`config.mk`:
```
export PLATFORM = sky130hd
export DESIGN_NAME = hazard_sched
export DESIGN_NICKNAME = d
export VERILOG_FILES = /design/src/rtl/hazard_sched.sv
export SDC_FILE = /design/constraint.sdc
export NUM_CORES = 1
export LEC_CHECK = 0
export BUFFER_PORTS_ARGS = -buffer_cell sky130_fd_sc_hd__buf_2
export CAP_MARGIN = 20
export CORE_UTILIZATION = 40
export CTS_BUF_LIST = sky130_fd_sc_hd__clkbuf_4
export CTS_CLUSTER_DIAMETER = 80
export DETAILED_ROUTE_END_ITERATION = 6
export PLACE_DENSITY = 0.75
export SKIP_CTS_REPAIR_TIMING = 1
export SYNTH_ARGS = -nofsm -noshare
export SYNTH_HDL_FRONTEND = slang
export SYNTH_SLANG_ARGS = --single-unit
```
`constraint.sdc`:
```
create_clock -name clk -period 2 [get_ports clk]
set_input_delay 0.2 -clock clk [delete_from_list [all_inputs] [get_ports clk]]
set_output_delay 0.2 -clock clk [all_outputs]
set_load 0.01 [all_outputs]
```
`src/rtl/hazard_sched.sv`:
```
// ============================================================================
//  Module   : hazard_sched
//  Purpose  : Hazard scheduler for the 5-stage core: operand forwarding,
//             load-use stall, redirect flush and saturating perf counters.
//  Revision : 1.0
// ============================================================================
`default_nettype none

module hazard_sched #(
    parameter int DRAIN_CYCLES = 1,
    parameter int CNT_W        = 32
) (
    input  logic             clk,
    input  logic             rst,
    input  logic             id_valid,
    input  logic [4:0]       id_ra,
    input  logic             id_ra_en,
    input  logic [4:0]       id_rb,
    input  logic             id_rb_en,
    input  logic             ex_valid,
    input  logic [4:0]       ex_rd,
    input  logic             ex_wreg,
    input  logic             ex_load,
    input  logic             ls_valid,
    input  logic [4:0]       ls_rd,
    input  logic             ls_wreg,
    input  logic             ls_load,
    input  logic             ls_done,
    input  logic             wb_valid,
    input  logic [4:0]       wb_rd,
    input  logic             wb_wreg,
    input  logic             redirect,
    output logic             stall_id,
    output logic             flush_if,
    output logic             flush_id,
    output logic [1:0]       fwd_a,
    output logic [1:0]       fwd_b,
    output logic [CNT_W-1:0] stall_cnt,
    output logic [CNT_W-1:0] flush_cnt
);

    typedef enum logic [1:0] {
        ST_RUN    = 2'd0,
        ST_LDWAIT = 2'd1,
        ST_DRAIN  = 2'd2
    } state_t;

    localparam int c_drain_w = (DRAIN_CYCLES > 1) ? $clog2(DRAIN_CYCLES) : 1;
    localparam logic [c_drain_w-1:0] c_first  =
        c_drain_w'((DRAIN_CYCLES > 1) ? (DRAIN_CYCLES - 2) : 0);
    localparam logic [c_drain_w-1:0] c_reload = c_drain_w'(DRAIN_CYCLES - 1);
    localparam state_t c_redir_next = (DRAIN_CYCLES > 1) ? ST_DRAIN : ST_RUN;

    state_t                 r_state;
    logic [c_drain_w-1:0]   r_drain_cnt;
    logic [CNT_W-1:0]       r_stall_cnt;
    logic [CNT_W-1:0]       r_flush_cnt;

    logic w_ex_a, w_ex_b, w_ls_a, w_ls_b, w_wb_a, w_wb_b;
    logic w_ls_ok;
    logic w_lu_hz;
    logic w_stall;
    logic w_flush;

    function automatic logic f_match(input logic v, input logic wreg,
                                     input logic [4:0] rd, input logic [4:0] r,
                                     input logic en);
        return v & wreg & (rd != 5'd0) & (rd == r) & en;
    endfunction

    // Youngest producer wins; a pending load in EX can never be a source.
    function automatic logic [1:0] f_sel(input logic vld, input logic ex_m,
                                         input logic ls_m, input logic wb_m);
        logic [1:0] sel;
        sel = 2'd0;
        if (vld) begin
            if (ex_m)
                sel = 2'd1;
            else if (ls_m)
                sel = 2'd2;
            else if (wb_m)
                sel = 2'd3;
        end
        return sel;
    endfunction

    assign w_ls_ok = !ls_load || ls_done;

    assign w_ex_a = f_match(ex_valid, ex_wreg, ex_rd, id_ra, id_ra_en);
    assign w_ex_b = f_match(ex_valid, ex_wreg, ex_rd, id_rb, id_rb_en);
    assign w_ls_a = f_match(ls_valid, ls_wreg, ls_rd, id_ra, id_ra_en) & w_ls_ok;
    assign w_ls_b = f_match(ls_valid, ls_wreg, ls_rd, id_rb, id_rb_en) & w_ls_ok;
    assign w_wb_a = f_match(wb_valid, wb_wreg, wb_rd, id_ra, id_ra_en);
    assign w_wb_b = f_match(wb_valid, wb_wreg, wb_rd, id_rb, id_rb_en);

    assign fwd_a = f_sel(id_valid, w_ex_a & !ex_load, w_ls_a, w_wb_a);
    assign fwd_b = f_sel(id_valid, w_ex_b & !ex_load, w_ls_b, w_wb_b);

    assign w_lu_hz = id_valid & ex_load & (w_ex_a | w_ex_b);

    // Redirect always outranks a stall, so flush and stall are exclusive.
    always_comb begin
        w_stall = 1'b0;
        w_flush = 1'b0;
        case (r_state)
            ST_RUN: begin
                if (redirect)
                    w_flush = 1'b1;
                else if (w_lu_hz)
                    w_stall = 1'b1;
            end
            ST_LDWAIT: begin
                if (redirect)
                    w_flush = 1'b1;
                else if (!ls_done)
                    w_stall = 1'b1;
            end
            ST_DRAIN: begin
                w_flush = 1'b1;
            end
            default: begin
                w_stall = 1'b0;
                w_flush = 1'b0;
            end
        endcase
    end

    assign stall_id  = w_stall;
    assign flush_if  = w_flush;
    assign flush_id  = w_flush;
    assign stall_cnt = r_stall_cnt;
    assign flush_cnt = r_flush_cnt;

    always_ff @(posedge clk) begin
        if (rst) begin
            r_state     <= ST_RUN;
            r_drain_cnt <= '0;
            r_stall_cnt <= '0;
            r_flush_cnt <= '0;
        end else begin
            case (r_state)
                ST_RUN: begin
                    if (redirect) begin
                        r_state     <= c_redir_next;
                        r_drain_cnt <= c_first;
                    end else if (w_lu_hz) begin
                        r_state <= ST_LDWAIT;
                    end
                end
                ST_LDWAIT: begin
                    if (redirect) begin
                        r_state     <= c_redir_next;
                        r_drain_cnt <= c_first;
                    end else if (ls_done) begin
                        r_state <= ST_RUN;
                    end
                end
                ST_DRAIN: begin
                    if (redirect)
                        r_drain_cnt <= c_reload;
                    else if (r_drain_cnt == '0)
                        r_state <= ST_RUN;
                    else
                        r_drain_cnt <= r_drain_cnt - c_drain_w'(1);
                end
                default: begin
                    r_state <= ST_RUN;
                end
            endcase

            if (w_stall && (r_stall_cnt != '1))
                r_stall_cnt <= r_stall_cnt + CNT_W'(1);
            if (redirect && (r_flush_cnt != '1))
                r_flush_cnt <= r_flush_cnt + CNT_W'(1);
        end
    end

endmodule

`default_nettype wire
```
==> flow_metrics.py <==
metrics = {
    "floorplanning": {
        "start_util": 0.4158,
        "die_h_um": 97.44,
        "dieArea_mm2": 0.009495,
        "io_pins": 111,
        "core_mm2": 0.008763,
        "die_w_um": 97.44,
        "num_rows": 34,
    },
    "place": {
        "hpwl_um": 8124,
        "gp_congestion": 0.8841,
        "dp.cells": 733,
        "portBuffers": 110,
        "post_dp_cell_area_mm2": 0.004933,
        "dp_slack_ns": -0.2324,
    },
    "synth": {
        "syn-num-nets": 489,
        "synth.avg_cell_area_um2": 8.151,
        "ys_ff_latch": 65,
        "synthArstFlopShare": 0,
        "synth_top_area_share": 0.3571,
        "synth_area_leaders": "dfxtp_1 (36%), xor2_1 (7.2%), xnor2_1 (5.3%), a21oi_1 (4.9%), nor2_1 (4.9%)",
        "ys_seq_area_frac": 0.3571,
        "ys_types": 49,
        "synth.yosys.warnings": 0,
        "synth.cell_area_mm2": 0.003643,
        "syn_inst": 447,
        "ys.flop_type": "dfxtp_1",
        "synth_edf_count": 0,
        "synth_top_area_cell": "dfxtp_1",
    },
    "final_layout": {
        "fin_area_mm2": 0.005289,
        "layout_commonest_cell": "buf_2",
        "layout.cells.non_filler": 760,
        "area_delta_synth_final_pct": 45.16,
        "drive_gt1_frac": 0.4110,
        "final_cell_mix": "buf_2 (109), buf_4 (87), dfxtp_1 (51)",
        "num_antenna_cells": 0,
        "nNetsFinal": 690,
    },
    "clocking": {
        "cts_root_buffer": "clkbuf_4",
        "cts_buffers": 9,
        "cts.sinks": 65,
        "htreeDepth": 3,
        "cts_tree": "built",
        "clock_latency_ns": 0.40,
        "clk_pin_slew_worst_paths_ns": 0.10,
        "ctsLongestPathBuffers": 2,
    },
    "sta": {
        "max_freq_mhz": 472.7,
        "setup_violations": 22,
        "setup_ws_ns": -0.1154,
        "slew_viol_final": 0,
        "max_slew_margin": 0.5007,
        "skew_ns": 0.01801,
        "period_needed_ns": 2.115,
        "tightest_slew_ns": 0.7489,
        "rsz0062_at_grt": "yes",
        "hold_viol": 0,
        "hold_slack_ns": 0.2372,
        "post-route-period-util": 1.058,
    },
    "routing": {
        "drt_wl_total_um": 11020,
        "drt_iter0_drc": 175,
        "vias_per_cell": 5.479,
        "wire_per_inst_um": 14.51,
        "drt_pass1_iterations": 4,
        "drtAntennaViolNets": 0,
        "drc": 0,
        "via_count": 4164,
    },
    "min_path": {
        "worstHoldStart": "ls_done",
        "hold_class": "in -> reg",
        "holdPathEnd": "r_state[0]",
        "min_path_cells": 4,
    },
    "pwr": {
        "p_per_area_mw_per_mm2": 424.0,
        "leakagePower_nw": 2.240,
        "irDropWorstVdd_uv": 274.1,
        "finalPower_mw": 2.242,
    },
    "critical_path": {
        "crit_start": "stall_cnt[5]",
        "rr_startpoint": "stall_cnt[5]",
        "path_class": "reg -> reg",
        "endpoint_kind": "flip-flop",
        "reg2reg_to": "stall_cnt[5]",
        "arrival_ns": 2.43,
        "start_kind": "flip-flop",
        "crit_fanout": 8,
        "r2r_cells": 8,
        "r2r_setup_slack_ns": -0.12,
        "worst-endpoint-required_ns": 2.32,
    },
    "outcome": {
        "violations": "negative setup slack",
        "status": "finished, violations left",
    },
    "grt": {
        "antenna_found_initial": 0,
        "grt_pass1_wl_um": 17220,
        "grt_max_degree": 40,
        "grt_overflow": 0,
        "track_usage": 0.2191,
        "grt_pass1_vias": 3829,
    },
    "job": {
        "maxCapViolations": 0,
    },
}
## metrics by stage
| step | util | TNS (ns) |
|---|---|---|
| final | 0.6035 | -1.022 |
| after global routing | 0.6035 | -3.529 |
| after CTS | 0.5748 | -4.241 |
| after detailed placement | 0.5630 | -4.550 |
| after global placement | 0.5630 | -2.561 |
| after floorplan | - | -0.03566 |
## area by class of cell
cell class                 count  area [um2]
clock buffer                   9       67.56
clock inverter                 6       36.28
fill                         792        3475
inverter                      10       37.54
multi-input combinational    358        2357
sequential                    65        1321
tap                          108       135.1
timing repair buffer         204        1334
## critical path, cell delays in order (launching register included)
cell	delay, ns
dfxtp_2	0.34
and4_4	0.19
and3_4	0.19
nand3_4	0.10
o32ai_4	0.11
or2_4	0.35
buf_12	0.16
or4_4	0.47
a21oi_1	0.12
## cell usage after synthesis (2+ instances only)
library cell	instances
xor2_1	30
buf_6	2
o21ai_1	9
ha_1	2
a31oi_1	3
nor3b_1	5
nor4_1	8
o31ai_1	8
a21o_1	2
nor2_1	48
mux2_1	4
or3_1	21
o21ai_0	13
dfxtp_1	65
o211ai_1	2
or4_1	11
nand2_1	26
nor3_1	9
nand4_1	18
a21oi_1	36
and4_1	3
nor2b_1	6
and3_1	13
o21a_1	3
nand2b_1	2
xnor2_1	22
clkbuf_1	8
inv_1	10
and2_1	2
nand3_1	35
buf_4	3
## worst max path at each step
| stage | cells after the start | to |
|---|---|---|
| after CTS | 9 | stall_cnt[16] |
| after floorplan | 8 | stall_cnt[29] |
| after global routing | 8 | stall_cnt[4] |
| after detailed placement | 9 | stall_cnt[9] |
| after global placement | 9 | stall_cnt[5] |
| final | 8 | stall_cnt[5] |
## per-layer routing
metal / vias to the layer above / wire length, um / global-route usage
met4: 0 / 167 / 0.07692
met1: 1972 / 4514 / 0.2678
met2: 151 / 5668 / 0.3825
met3: 19 / 672 / 0.04173
met5: - / 0 / 0
li1: 2022 / - / -
## logic make-up after synthesis
| group | Yosys count | share of synthesized area |
|---|---|---|
| and+or+nand+nor | 219 | 0.3321 |
| xor gates and xnor gates | 52 | 0.1250 |
| adders and majority gates | 2 | 0.006867 |
| muxes | 6 | 0.01820 |
| buffers and inverters | 24 | 0.03228 |
| DFF | 65 | 0.3571 |
| AOI/OAI and AO/OA | 79 | 0.1284 |
## sequential cells by signal, indices dropped and copies added, names as in the netlist
name       flops
flush_cnt     32
stall_cnt     32
r_state        1
## power by group
group	leakage, nW	switching (mW)	internal [mW]
Sequential	0.531	0.00615	1.30
Combinational	1.66	0.115	0.103
Clock	0.0529	0.482	0.240
(Power assumes the default switching activity.)
